[config.mk]
export PLATFORM = sky130hd
export DESIGN_NAME = step_driver
export DESIGN_NICKNAME = d
export VERILOG_FILES = /design/src/rtl/step_driver.sv
export SDC_FILE = /design/constraint.sdc
export NUM_CORES = 1
export LEC_CHECK = 0
export ABC_AREA = 1
export CAP_MARGIN = 20
export CORE_ASPECT_RATIO = 0.9
export CORE_MARGIN = 3
export CORE_UTILIZATION = 45
export DETAILED_ROUTE_END_ITERATION = 10
export HOLD_SLACK_MARGIN = 0.03
export PLACE_DENSITY = 0.72
export RECOVER_POWER = 25
export SETUP_SLACK_MARGIN = 0.15
export SLEW_MARGIN = 20
export SYNTH_ARGS = -nofsm -noshare
export SYNTH_HDL_FRONTEND = slang
export SYNTH_SLANG_ARGS = --single-unit
[constraint.sdc]
create_clock -name Clock -period 4.5 [get_ports Clock]
set_clock_uncertainty 0.15 [all_clocks]
set_input_delay 0.9 -clock Clock [delete_from_list [all_inputs] [get_ports Clock]]
set_output_delay 0.9 -clock Clock [all_outputs]
set_load 0.005 [all_outputs]
[src/rtl/step_driver.sv]
// Step-sequencer timebase: converts Bpm into sixteenth-note Step pulses,
// arms the loop counter with nStart and ends playback when Play drops.
module step_driver #(
  parameter int unsigned CLK_HZ = 50_000_000,
  parameter int unsigned STEPS  = 16,
  parameter int unsigned ACC_W  = 32
) (
  input  logic       Clock,
  input  logic       Resetn,
  input  logic       Go,
  input  logic       Stop,
  input  logic [7:0] Bpm,
  input  logic       Play,
  output logic       nStart,
  output logic       Step,
  output logic [3:0] StepIdx,
  output logic       Running,
  output logic       BarEnd,
  output logic       Done
);

  localparam int unsigned IDX_W = 4;
  localparam int unsigned SUM_W = ACC_W + 1;
  // One sixteenth note lasts 15*CLK_HZ/Bpm cycles; the accumulator counts in Bpm units.
  localparam logic [SUM_W-1:0] THRESH   = SUM_W'(64'(CLK_HZ) * 64'd15);
  localparam logic [IDX_W-1:0] LAST_IDX = IDX_W'(STEPS - 1);

  typedef enum logic [2:0] {
    S_IDLE = 3'd0,
    S_ARM0 = 3'd1,
    S_ARM1 = 3'd2,
    S_ARM2 = 3'd3,
    S_RUN  = 3'd4
  } state_t;

  state_t             state_q;
  state_t             state_d;
  logic               play_s1;
  logic               play_s2;
  logic [ACC_W-1:0]   acc_q;
  logic [ACC_W-1:0]   acc_d;
  logic [SUM_W-1:0]   acc_sum;
  logic               fire;
  logic               stop_hit;
  logic               n_start_d;
  logic               step_d;
  logic [IDX_W-1:0]   idx_d;
  logic               running_d;
  logic               bar_end_d;
  logic               done_d;

  assign acc_sum  = {1'b0, acc_q} + SUM_W'(Bpm);
  assign fire     = (state_q == S_RUN) && (acc_sum >= THRESH);
  assign stop_hit = Stop && (state_q != S_IDLE);

  // Play comes straight from the loop counter's asynchronous set/clear.
  always_ff @(posedge Clock or negedge Resetn) begin
    if (!Resetn) begin
      play_s1 <= 1'b0;
      play_s2 <= 1'b0;
    end else begin
      play_s1 <= Play;
      play_s2 <= play_s1;
    end
  end

  // State, accumulator and registered outputs.
  always_ff @(posedge Clock or negedge Resetn) begin
    if (!Resetn) begin
      state_q <= S_IDLE;
      acc_q   <= '0;
      nStart  <= 1'b1;
      Step    <= 1'b0;
      StepIdx <= '0;
      Running <= 1'b0;
      BarEnd  <= 1'b0;
      Done    <= 1'b0;
    end else begin
      state_q <= state_d;
      acc_q   <= acc_d;
      nStart  <= n_start_d;
      Step    <= step_d;
      StepIdx <= idx_d;
      Running <= running_d;
      BarEnd  <= bar_end_d;
      Done    <= done_d;
    end
  end

  // Next-state logic; Stop overrides everything outside IDLE.
  always_comb begin
    state_d = state_q;
    unique case (state_q)
      S_IDLE: if (Go && !Stop) state_d = S_ARM0;
      S_ARM0: state_d = S_ARM1;
      S_ARM1: state_d = S_ARM2;
      S_ARM2: state_d = S_RUN;
      S_RUN:  if (!play_s2 && !fire) state_d = S_IDLE;
      default: state_d = S_IDLE;
    endcase
    if (stop_hit) state_d = S_IDLE;
  end

  // Next values for the registered outputs and the phase accumulator.
  always_comb begin
    n_start_d = 1'b1;
    step_d    = 1'b0;
    bar_end_d = 1'b0;
    done_d    = 1'b0;
    idx_d     = StepIdx;
    running_d = Running;
    acc_d     = acc_q;
    unique case (state_q)
      S_IDLE: begin
        if (Go && !Stop) begin
          n_start_d = 1'b0;
          running_d = 1'b1;
          idx_d     = '0;
          acc_d     = '0;
        end
      end
      S_RUN: begin
        if (fire) begin
          // Carry the remainder forward so the mean period stays exactly THRESH/Bpm.
          acc_d     = ACC_W'(acc_sum - THRESH);
          step_d    = 1'b1;
          bar_end_d = (StepIdx == LAST_IDX);
          idx_d     = (StepIdx == LAST_IDX) ? '0 : StepIdx + IDX_W'(1);
        end else begin
          acc_d = ACC_W'(acc_sum);
          if (!play_s2) begin
            done_d    = 1'b1;
            idx_d     = '0;
            running_d = 1'b0;
          end
        end
      end
      default: ;
    endcase
    if (stop_hit) begin
      n_start_d = 1'b1;
      step_d    = 1'b0;
      bar_end_d = 1'b0;
      done_d    = 1'b0;
      idx_d     = '0;
      running_d = 1'b0;
      acc_d     = '0;
    end
  end

endmodule

==> results.txt <==
The number of hold buffers added after CTS was 0. The first global-routing pass estimated 22.1 mm of wire. STA classifies the critical path startpoint as an input pin. Kind of path behind the tightest hold check: reg -> reg. For the overflow left after global routing, the log shows 0. The destination of the worst register-to-register timing path is acc_q[7].

Of the total power, the share spent switching nets is 37.6%. The clock transition at the register clock pins on the worst setup and hold paths after CTS is 0.10 ns. The storage element area is 1150 um^2.

Final-report max-slew violation count: 47. The core region is 9370 um^2. The post-layout worst setup margin came out at 0.411 ns.

Worst-case vdd ir drop: 0.000305 V. The routed wire length was 13.7 mm. For the pin with the worst max-slew slack, the measured transition is 2.59 ns.

The post-route netlist has 9.77% of its cells at a drive strength greater than 1. In this run the mean area of a mapped cell was 5.95 um^2. OpenSTA, run right after detailed placement, puts the worst setup slack at 0.0840 ns. The logs give 627 uW for the design internal power and 0 for the number of DRC violations after detailed routing. The run gives 2 as the level count of the clock H-tree.

Using the TritonRoute via totals, the vias-per-cell ratio works out to 5.41. The number of global-route vias before repair was 4,446; the buffers inserted during post-CTS setup optimization was 0. Setup repair after global routing could not meet its margin everywhere. Data arrives at the worst endpoint at 4.15 ns.

The tightest hold path in the finished design has a slack of 0.218 ns. The beginning of the worst hold path was play_s1. The final critical path takes up 90.9% of the cycle. Switching power total: 377 uW. Depth of the worst hold-timing path: 0.

STA classifies the critical path endpoint as a register. Port buffering added 21 buffers. In this run, post-CTS repair resized a total of 0 instances. The critical path start-end classification is in -> reg. In this run the worst path has a maximum fanout of 22. The multi-input combinational cells in the finished layout cover a total of 2880 um^2.

From synthesis to final layout, the design area changed by 10.6%. The part of the power in combinational logic is 25.6%, and the via count of the routed design is 4,870. Summing every instance area after synthesis gives 4450 um^2. When the netlist entered floorplanning its net count stood at 772. The startpoint identified for the worst register-to-register timing path is acc_q[0]. Number of failing hold endpoints at the final stage: 0.

Leaving out fill and tap cells, the most frequent cell in the layout is sky130_fd_sc_hd__nand2_1. In the layout the commonest cells are 277 x sky130_fd_sc_hd__nand2_1, 98 x sky130_fd_sc_hd__inv_1, 79 x sky130_fd_sc_hd__nand3_1. For the largest net degree at the start of global routing, the log shows 47.

CTS placed an instance of sky130_fd_sc_hd__clkbuf_8 at the clock tree root. TritonCTS built the clock tree. The initial cell density of the core was 47.5%; the fraction of the yosys area taken by sequential cells was 25.9%. For the post-synthesis instance total, the log shows 748. The reg-to-reg setup timing slack was 1.02 ns.

The number of iterations in the first detailed-routing pass came out at 6. Total track usage: 24.6%. The tools report the power share of the sequential group as 44.6%. Of the total power, the clock network draws 29.8%. The flow ran to the end, but the final reports show violations. The logs give 0 for the initial antenna violation count and 0.33 ns for the clock latency on the worst-skew pair. The path with the worst hold slack has its endpoint at play_s2. Maximum buffer depth of the clock tree: 2. The logs give 11,100 um^2 for the die outline area and 5 for the number of buffers created by CTS. The tools report the setup TNS after final layout as 0 ns.

The static leakage was 2.54 nW; the synthesis-stage register bit count was 46. The final layout net count was 801. The number of antenna diodes in the final layout is 0. Setup violations remaining at the end of the flow were counted as 0. The number of I/O pins is 22. For this run, the top clock speed supported by timing is 0.245 GHz.

The logs give 1.00 for the routability-driven placement congestion ratio and 1 for the number of max-cap violations. For the worst setup path, the data required time is 4.56 ns. The number of cells traversed by the worst register-to-register path was 20. In this run the vertical extent of the chip is 100 um. The tools report the number of clock sinks as 46. The checks that failed: max-capacitance violations, max-slew violations. The floorplan has 33 rows. For the max-slew headroom at the worst pin, the log shows -72.5%. The Yosys warning count is 0, and the ratio of total power to cell area is 204 nW/um^2.

The HPWL after detailed placement is 10.6 mm. The count of cell types in the netlist is 36. Antenna violation net count after detailed routing: 0.

The detail-routed net length per standard cell is 15.3 um. The routed design could run at a clock period as short as 4.09 ns. The layout has 964 filler cells. The die outline width came out at 111 um. The number of violations reported at the end of detailed-routing iteration 0 came out at 510.
## power groups by stage
stage	registers, mW	logic (mW)	clock network, mW
after floorplan	0.453	0.157	0
after global placement	0.454	0.252	0
after detailed placement	0.456	0.255	0
after CTS	0.448	0.256	0.300
after global routing	0.451	0.283	0.321
final	0.448	0.257	0.300
## worst max-delay path by stage
stage / start / endpoint / cells past startpoint
after floorplan: Bpm[0] / acc_q[13] / 21
after global placement: Bpm[0] / state_q[0] / 23
after detailed placement: Bpm[0] / acc_q[24] / 23
after CTS: Bpm[0] / acc_q[24] / 23
after global routing: Bpm[0] / acc_q[24] / 23
final: Bpm[0] / acc_q[7] / 21
## cell usage after synthesis (all sizes together)
library cell | count | area [um^2]
nand4 | 11 | 68.8
a21oi | 24 | 124
inv | 102 | 383
o22ai | 1 | 6.26
dfrtp | 45 | 1130
nor3 | 10 | 50.1
a22o | 3 | 26.3
or2 | 1 | 6.26
buf | 5 | 50.0
o21ai | 35 | 175
dfstp | 1 | 26.3
nand3b | 6 | 45.0
nor2 | 90 | 418
nand3 | 83 | 435
ha | 10 | 125
fa | 1 | 20.0
mux2 | 1 | 11.3
xnor2 | 3 | 26.3
nor3b | 2 | 25.0
o21bai | 3 | 22.5
xor2 | 4 | 50.1
o31ai | 1 | 7.51
clkbuf | 4 | 15.0
a21o | 1 | 7.51
nand2 | 299 | 1190
nor4 | 2 | 12.5
## cell families (layout without fill, tap and decap cells)
| logic type | count (synthesis) | count (layout) | synth area share [%] |
|---|---|---|---|
| xor gates and xnor gates | 7 | 7 | 1.71 |
| muxes | 1 | 1 | 0.253 |
| DFF | 46 | 46 | 25.9 |
| and+or+nand+nor | 504 | 506 | 50.6 |
| AOI/OAI and AO/OA | 68 | 68 | 8.29 |
| adders and majority gates | 11 | 11 | 3.26 |
| buffers and inverters | 111 | 139 | 10.1 |
## registers in the layout (all words and copies together) (netlist names)
signal   flops
nStart       1
Done         1
BarEnd       1
state_q      3
play_s2      1
play_s1      1
StepIdx      4
Running      1
acc_q       32
Step         1
## worst max-delay path: stages
cell	delay, ns
sky130_fd_sc_hd__clkdlybuf4s50_1	0.41
sky130_fd_sc_hd__ha_1	0.26
sky130_fd_sc_hd__fa_1	0.44
sky130_fd_sc_hd__nand2_1	0.12
sky130_fd_sc_hd__nand2_1	0.08
sky130_fd_sc_hd__nand3_1	0.10
sky130_fd_sc_hd__nand2_2	0.10
sky130_fd_sc_hd__xor2_1	0.17
sky130_fd_sc_hd__inv_1	0.10
sky130_fd_sc_hd__ha_1	0.19
sky130_fd_sc_hd__nand2_1	0.06
sky130_fd_sc_hd__nor2_1	0.15
sky130_fd_sc_hd__nand2_1	0.10
sky130_fd_sc_hd__nand3_1	0.10
sky130_fd_sc_hd__nand2_1	0.06
sky130_fd_sc_hd__nand2_1	0.10
sky130_fd_sc_hd__nand2_2	0.16
sky130_fd_sc_hd__nand2_4	0.30
sky130_fd_sc_hd__a21oi_1	0.10
sky130_fd_sc_hd__o21ai_1	0.08
sky130_fd_sc_hd__nand2_1	0.07
## final cells by class
type	instances	area share [%]
clock inverters	3	0.533
repair buffers	29	5.36
well taps	122	3.10
multi-input cells	593	58.4
flip-flops and latches	46	23.4
clock buffers	5	1.40
inverters	102	7.77
## routing by layer
layer / vias up / GRT usage (%) / share of wire (%)
met5: - / 0 / 0
met4: 0 / 5.49 / 1.6
met3: 24 / 4.40 / 9.0
met2: 207 / 36.9 / 42
met1: 2214 / 36.9 / 47
li1: 2425 / - / -
## through the flow
stage               cell area (um^2)  std cells  power, mW  util, %
floorplan                       4450        748      0.610        -
global placement                4810        890      0.706     51.3
detailed placement              4810        890      0.711     51.3
CTS                             4900        898       1.00     52.3
global route                    4930        900       1.06     52.6
finish                          4930        900       1.00     52.6
No activity file was read; power rests on OpenSTA's default activity.
